===== src/rtl/gate_bist.sv =====
// Exhaustive two-input gate BIST: walks every operand pair, compares the gate result
// against OP and reports a mismatch count. Optional first-fail capture: GATE_BIST_FAIL_CAPTURE_EN.
module gate_bist #(
  parameter int unsigned WIDTH  = 1,
  parameter int unsigned OP     = 0,
  parameter int unsigned SETTLE = 1
) (
  input  logic                 CLK,
  input  logic                 RSTn,
  input  logic                 START,
  input  logic                 ABORT,
  output logic [WIDTH-1:0]     DUT_IN0,
  output logic [WIDTH-1:0]     DUT_IN1,
  input  logic [WIDTH-1:0]     DUT_OUT,
  output logic                 BUSY,
  output logic                 DONE,
  output logic                 PASS,
  output logic [15:0]          ERR_CNT,
  output logic [2*WIDTH-1:0]   FAIL_IDX,
  output logic [WIDTH-1:0]     FAIL_OBS
);

  localparam int unsigned IW = 2 * WIDTH;
  localparam int unsigned CW = 4;

  typedef enum logic [1:0] {IDLE, DRIVE, SAMPLE, CMPL} state_e;

  state_e             state_q, state_d;
  logic [IW-1:0]      idx_q, idx_d;
  logic [CW-1:0]      cnt_q, cnt_d;
  logic [15:0]        err_q, err_d;
  logic               busy_q, busy_d;
  logic               done_q, done_d;
  logic               pass_q, pass_d;
  logic [WIDTH-1:0]   in0_q, in0_d;
  logic [WIDTH-1:0]   in1_q, in1_d;
  logic [WIDTH-1:0]   exp_c;
  logic               mismatch_c;
`ifdef GATE_BIST_FAIL_CAPTURE_EN
  logic               first_q, first_d;
  logic [IW-1:0]      fail_idx_q, fail_idx_d;
  logic [WIDTH-1:0]   fail_obs_q, fail_obs_d;
`endif

  // Reference gate evaluated on the operands currently driven out
  always_comb begin
    exp_c = '0;
    case (OP)
      0:       exp_c = in0_q & in1_q;
      1:       exp_c = in0_q | in1_q;
      2:       exp_c = in0_q ^ in1_q;
      3:       exp_c = ~(in0_q & in1_q);
      4:       exp_c = ~(in0_q | in1_q);
      5:       exp_c = ~(in0_q ^ in1_q);
      default: exp_c = '0;
    endcase
  end

  assign mismatch_c = (state_q == SAMPLE) && (DUT_OUT != exp_c);

  always_comb begin
    state_d = state_q;
    idx_d   = idx_q;
    cnt_d   = cnt_q;
    err_d   = err_q;
`ifdef GATE_BIST_FAIL_CAPTURE_EN
    first_d    = first_q;
    fail_idx_d = fail_idx_q;
    fail_obs_d = fail_obs_q;
`endif
    case (state_q)
      IDLE, CMPL: begin
        if (START) begin
          state_d = DRIVE;
          idx_d   = '0;
          cnt_d   = '0;
          err_d   = '0;
`ifdef GATE_BIST_FAIL_CAPTURE_EN
          first_d = 1'b0;
`endif
        end
      end
      DRIVE: begin
        if (cnt_q == CW'(SETTLE - 1)) state_d = SAMPLE;
        else                          cnt_d   = cnt_q + CW'(1);
      end
      SAMPLE: begin
        if (mismatch_c) begin
          if (err_q != 16'hFFFF) err_d = err_q + 16'd1;
`ifdef GATE_BIST_FAIL_CAPTURE_EN
          if (!first_q) begin
            first_d    = 1'b1;
            fail_idx_d = idx_q;
            fail_obs_d = DUT_OUT;
          end
`endif
        end
        if (idx_q == {IW{1'b1}}) begin
          state_d = CMPL;
        end else begin
          state_d = DRIVE;
          idx_d   = idx_q + IW'(1);
          cnt_d   = '0;
        end
      end
      default: state_d = IDLE;
    endcase

    // Abort overrides everything, including a start or a sample in the same cycle
    if (ABORT) begin
      state_d = IDLE;
      idx_d   = '0;
      cnt_d   = '0;
      err_d   = err_q;
`ifdef GATE_BIST_FAIL_CAPTURE_EN
      first_d    = first_q;
      fail_idx_d = fail_idx_q;
      fail_obs_d = fail_obs_q;
`endif
    end

    busy_d = (state_d == DRIVE) || (state_d == SAMPLE);
    done_d = (state_d == CMPL);
    pass_d = (state_d == CMPL) && (err_d == 16'd0);
    in0_d  = busy_d ? idx_d[WIDTH-1:0]  : '0;
    in1_d  = busy_d ? idx_d[IW-1:WIDTH] : '0;
  end

  always_ff @(posedge CLK or negedge RSTn) begin
    if (!RSTn) begin
      state_q <= IDLE;
      idx_q   <= '0;
      cnt_q   <= '0;
      err_q   <= '0;
      busy_q  <= 1'b0;
      done_q  <= 1'b0;
      pass_q  <= 1'b0;
      in0_q   <= '0;
      in1_q   <= '0;
    end else begin
      state_q <= state_d;
      idx_q   <= idx_d;
      cnt_q   <= cnt_d;
      err_q   <= err_d;
      busy_q  <= busy_d;
      done_q  <= done_d;
      pass_q  <= pass_d;
      in0_q   <= in0_d;
      in1_q   <= in1_d;
    end
  end

`ifdef GATE_BIST_FAIL_CAPTURE_EN
  always_ff @(posedge CLK or negedge RSTn) begin
    if (!RSTn) begin
      first_q    <= 1'b0;
      fail_idx_q <= '0;
      fail_obs_q <= '0;
    end else begin
      first_q    <= first_d;
      fail_idx_q <= fail_idx_d;
      fail_obs_q <= fail_obs_d;
    end
  end

  assign FAIL_IDX = fail_idx_q;
  assign FAIL_OBS = fail_obs_q;
`else
  assign FAIL_IDX = '0;
  assign FAIL_OBS = '0;
`endif

  assign DUT_IN0 = in0_q;
  assign DUT_IN1 = in1_q;
  assign BUSY    = busy_q;
  assign DONE    = done_q;
  assign PASS    = pass_q;
  assign ERR_CNT = err_q;

endmodule


===== config.mk =====
export PLATFORM = sky130hd
export DESIGN_NAME = gate_bist
export DESIGN_NICKNAME = d
export VERILOG_FILES = /design/src/rtl/gate_bist.sv
export SDC_FILE = /design/constraint.sdc
export NUM_CORES = 1
export LEC_CHECK = 0
export ABC_AREA = 0
export CORE_MARGIN = 2
export CORE_UTILIZATION = 41
export CTS_CLUSTER_SIZE = 16
export DETAILED_ROUTE_END_ITERATION = 6
export HOLD_SLACK_MARGIN = 0.06
export PLACE_DENSITY = 0.76
export SLEW_MARGIN = 10
export SYNTH_ARGS = -nofsm -noshare
export SYNTH_HDL_FRONTEND = slang
export SYNTH_SLANG_ARGS = --single-unit

===== constraint.sdc =====
create_clock -name CLK -period 2.5 [get_ports CLK]
set_input_delay 0.25 -clock CLK [delete_from_list [all_inputs] [get_ports CLK]]
set_output_delay 0.25 -clock CLK [all_outputs]
set_load 0.02 [all_outputs]

==> impl_metrics.toml <==
[run_status]
status = "completed"

[worst_setup_path]
r2r_slack_ns = 0.15
critPathRequiredTime_ns = 2.72
max_stage_delay_ns = 0.52
end_kind = "flop"
startpoint = "state_q[0]"
endpoint = "PASS"
path_max_fanout = 8
crit_chain = "inv_1, ha_2, buf_4, o2111ai_4, o41ai_2, nor2_1, or4b_4, nor3_2, and4_1"
r2r_cells = 9
critPathKind = "reg -> reg"
regToRegStartpoint = "state_q[0]"
setup.worst_path.start_class = "flop"
reg2reg_to = "PASS"
slowest_stage = "or4b_4"
worstPathArrival_ns = 2.57

[global_routing]
grt_pass1_wl_mm = 7.76
antenna_found_initial = 0
grt_usage_pct = 20.0
first_global_vias = 1587
grt_overflow = 0
grt_max_degree = 30

[final_layout]
multi_input_area_um2 = 1040
areaGrowthSynthToFinish_pct = 33.6
fin_area_um2 = 2360
fillers = 361
ff_latch_area_um2 = 726
finalNetCount = 248
drive_above_1_share_pct = 21.8
antenna_cells = 0

[timing]
fin_ws_ns = 0.150
fin_crit_sh_pct = 94.0
max_freq_mhz = 426
fin_skew_ns = 0.00427
whs_ns = 0.351
min_period_ns = 2.35
finalHoldViolations = 0
slew_headroom_pct = 66.7
worstMarginPinSlew_ns = 0.492
setup_viol_count_final = 0
report.final.slew_viol_count = 0

[power]
p_sw_mw = 0.593
switching_share_pct = 36.8
power_mw = 1.61
combPwrFrac_pct = 43.0
p_leak_nw = 1.01
internal-power_mw = 1.02
vdd_drop_max_mv = 0.430
pwr-share-seq_pct = 33.9
power.density_nw_per_um2 = 682
p_clk_share_pct = 23.1

[clock_tree]
htree_levels = 2
clk_pin_slew_ns = 0.06
root_buffer = "clkbuf_8"
clk_latency_ns = 0.29
clock_sinks = 29
cts_tree = "built"
numCtsBuffers = 5
clk_path_buf_depth = 2
hold_buffers = 0

[logic_synthesis]
syn_area_um2 = 1770
ys_seq_area_share_pct = 41.0
yosys_warnings = 0
synth_ff_type = "dfrtp_1"
synth_edf_count = 0
syn_inst = 188
syn-mean-instance-area_um2 = 9.40
synth.top_cell.area_share_pct = 41.0
synth_largest_area_cell = "dfrtp_1"
synthArstFlopShare_pct = 100
synthTopCellsByArea = "dfrtp_1 41%, ha_1 4.2%, nand2_1 3.4%"
synth_cell_types = 53
ys_ff_latch = 29

[placed_design]
dp_hpwl_mm = 3.37
detailed_place.area_um2 = 2210
routabilityCongestion = 0.913
io_buffers = 25
post-place-ws_ns = -0.0354

[route]
drt_iter0_drc = 94
wl_per_cell_um = 16.3
drt-total-wl_mm = 4.69
via_per_inst = 5.92
drc = 0
postRouteAntennaNets = 0
num_vias = 1706
first_pass_iters = 4

[die]
core_area_um2 = 4090
die_area_um2 = 4850
initial_core_util_pct = 43.3
num_rows = 23
dieHeight_um = 69.7
boundaryPins = 29
die_w_um = 69.7

[flow_run]
cap_violations = 0

[hold_path]
hold_path_class = "in -> async"
[critical path: cells and delay by family, from the launching register on]
family                     cells  cell delay (ns)
and+or+nand+nor                4             0.90
AOI/OAI and AO/OA              2             0.49
DFF                            1             0.40
buffers and inverters          2             0.27
adders and majority gates      1             0.23
[through the flow]
step           utilization [%]  instances  TNS [ns]
4_1_cts                   56.2        287         0
3_5_place_dp              54.1        279   -0.0354
3_3_place_gp              54.1        279  -0.00556
2_1_floorplan                -        190         0
5_1_grt                   57.8        288   -0.0289
6_report                  57.8        288         0
[cell type report]
class / count / share of cell area [%]
Timing Repair Buffer: 48 / 17.9
Sequential cell: 29 / 30.7
Inverter: 7 / 1.11
Clock buffer: 8 / 3.39
Multi-Input combinational cell: 146 / 44.2
Tap cell: 50 / 2.65
[power groups by stage]
stage	clock, mW	combinational [mW]	sequential [mW]
2_1_floorplan	0	0.366	0.578
3_3_place_gp	0	0.620	0.553
3_5_place_dp	0	0.628	0.553
4_1_cts	0.381	0.634	0.545
5_1_grt	0.394	0.767	0.553
6_report	0.373	0.692	0.546
[cell families after synthesis]
family                   synth area share [%]
AO/OA/AOI/OAI                            23.0
adder cells (fa/ha/maj)                  4.25
buffers and inverters                    3.89
flip-flops                               41.0
multiplexers                             1.27
other                                   0.212
AND/OR/NAND/NOR                          26.3
[flip-flops by register name (all words and copies together), names as in the netlist]
register	cells
ERR_CNT	16
cnt_q	4
idx_q	2
state_q	2
BUSY	1
DONE	1
DUT_IN0	1
DUT_IN1	1
PASS	1
[per-layer routing]
metal | part of all wire [%] | track usage [%] | vias to the layer above | wire length, um
met2 | 46 | 29.8 | 62 | 2170
met5 | 0 | 0 | - | 0
met4 | 2.0 | 8.33 | 0 | 96
met1 | 45 | 27.4 | 809 | 2100
met3 | 7.0 | 5.38 | 10 | 328
li1 | - | - | 825 | -
[how the worst min path moves through the flow]
stage | startpoint | endpoint | slack [ns]
6_report | RSTn | ERR_CNT[5] | 0.35
5_1_grt | RSTn | state_q[1] | 0.38
2_1_floorplan | RSTn | BUSY | -0.05
3_3_place_gp | cnt_q[3] | cnt_q[3] | 0.53
4_1_cts | RSTn | cnt_q[1] | 0.37
3_5_place_dp | cnt_q[3] | cnt_q[3] | 0.55
[Yosys cell counts, drive strengths merged (2+ instances only)]
cell      n
a21o      3
mux2      2
nor3b     3
nand4     5
clkbuf    4
o21ai    10
a211o     3
a31oi     3
nand2    16
nor2     13
buf       4
o41ai     4
dfrtp    29
nand2b    3
and4      6
o2111ai   2
o21a      2
o311a     2
nor3      7
inv       7
a21oi    10
and3      2
and2      3
nor4      8
ha        6
o211ai    3
nand3     9
[placed cells by master (no fill, tap or decap), types with 2 or more instances in the layout]
| cell | netlist | final |
|---|---|---|
| dfrtp_1 | 29 | 29 |
| clkdlybuf4s50_1 | 0 | 25 |
| buf_4 | 3 | 23 |
| nand2_1 | 16 | 16 |
| nor2_1 | 13 | 13 |
| o21ai_0 | 10 | 10 |
| a21oi_1 | 10 | 10 |
| nand3_1 | 8 | 8 |
| inv_1 | 7 | 7 |
| nor3_1 | 6 | 6 |
| and4_1 | 5 | 5 |
| nand4_1 | 5 | 5 |
| nor4_1 | 8 | 5 |
| clkbuf_8 | 0 | 5 |
| ha_2 | 0 | 4 |
| o211ai_1 | 3 | 3 |
| a31oi_1 | 3 | 3 |
| a21o_1 | 3 | 3 |
| o41ai_1 | 3 | 3 |
| and2_1 | 3 | 3 |
| conb_1 | 1 | 3 |
| clkbuf_1 | 4 | 3 |
| nor3b_1 | 3 | 2 |
| nor4_2 | 0 | 2 |
| o311a_1 | 2 | 2 |
| a211o_1 | 2 | 2 |
| o21a_1 | 2 | 2 |
| mux2_2 | 2 | 2 |
| nand2b_1 | 3 | 2 |
| ha_1 | 6 | 2 |
[timing repair]
| item | in CTS | in global routing |
|---|---|---|
| gates resized for setup | 1 | 12 |
| endpoints found under the setup margin | 1 | 1 |
| pin swaps | 0 | 2 |
| buffers inserted | 0 | 1 |
(Power assumes the default switching activity.)
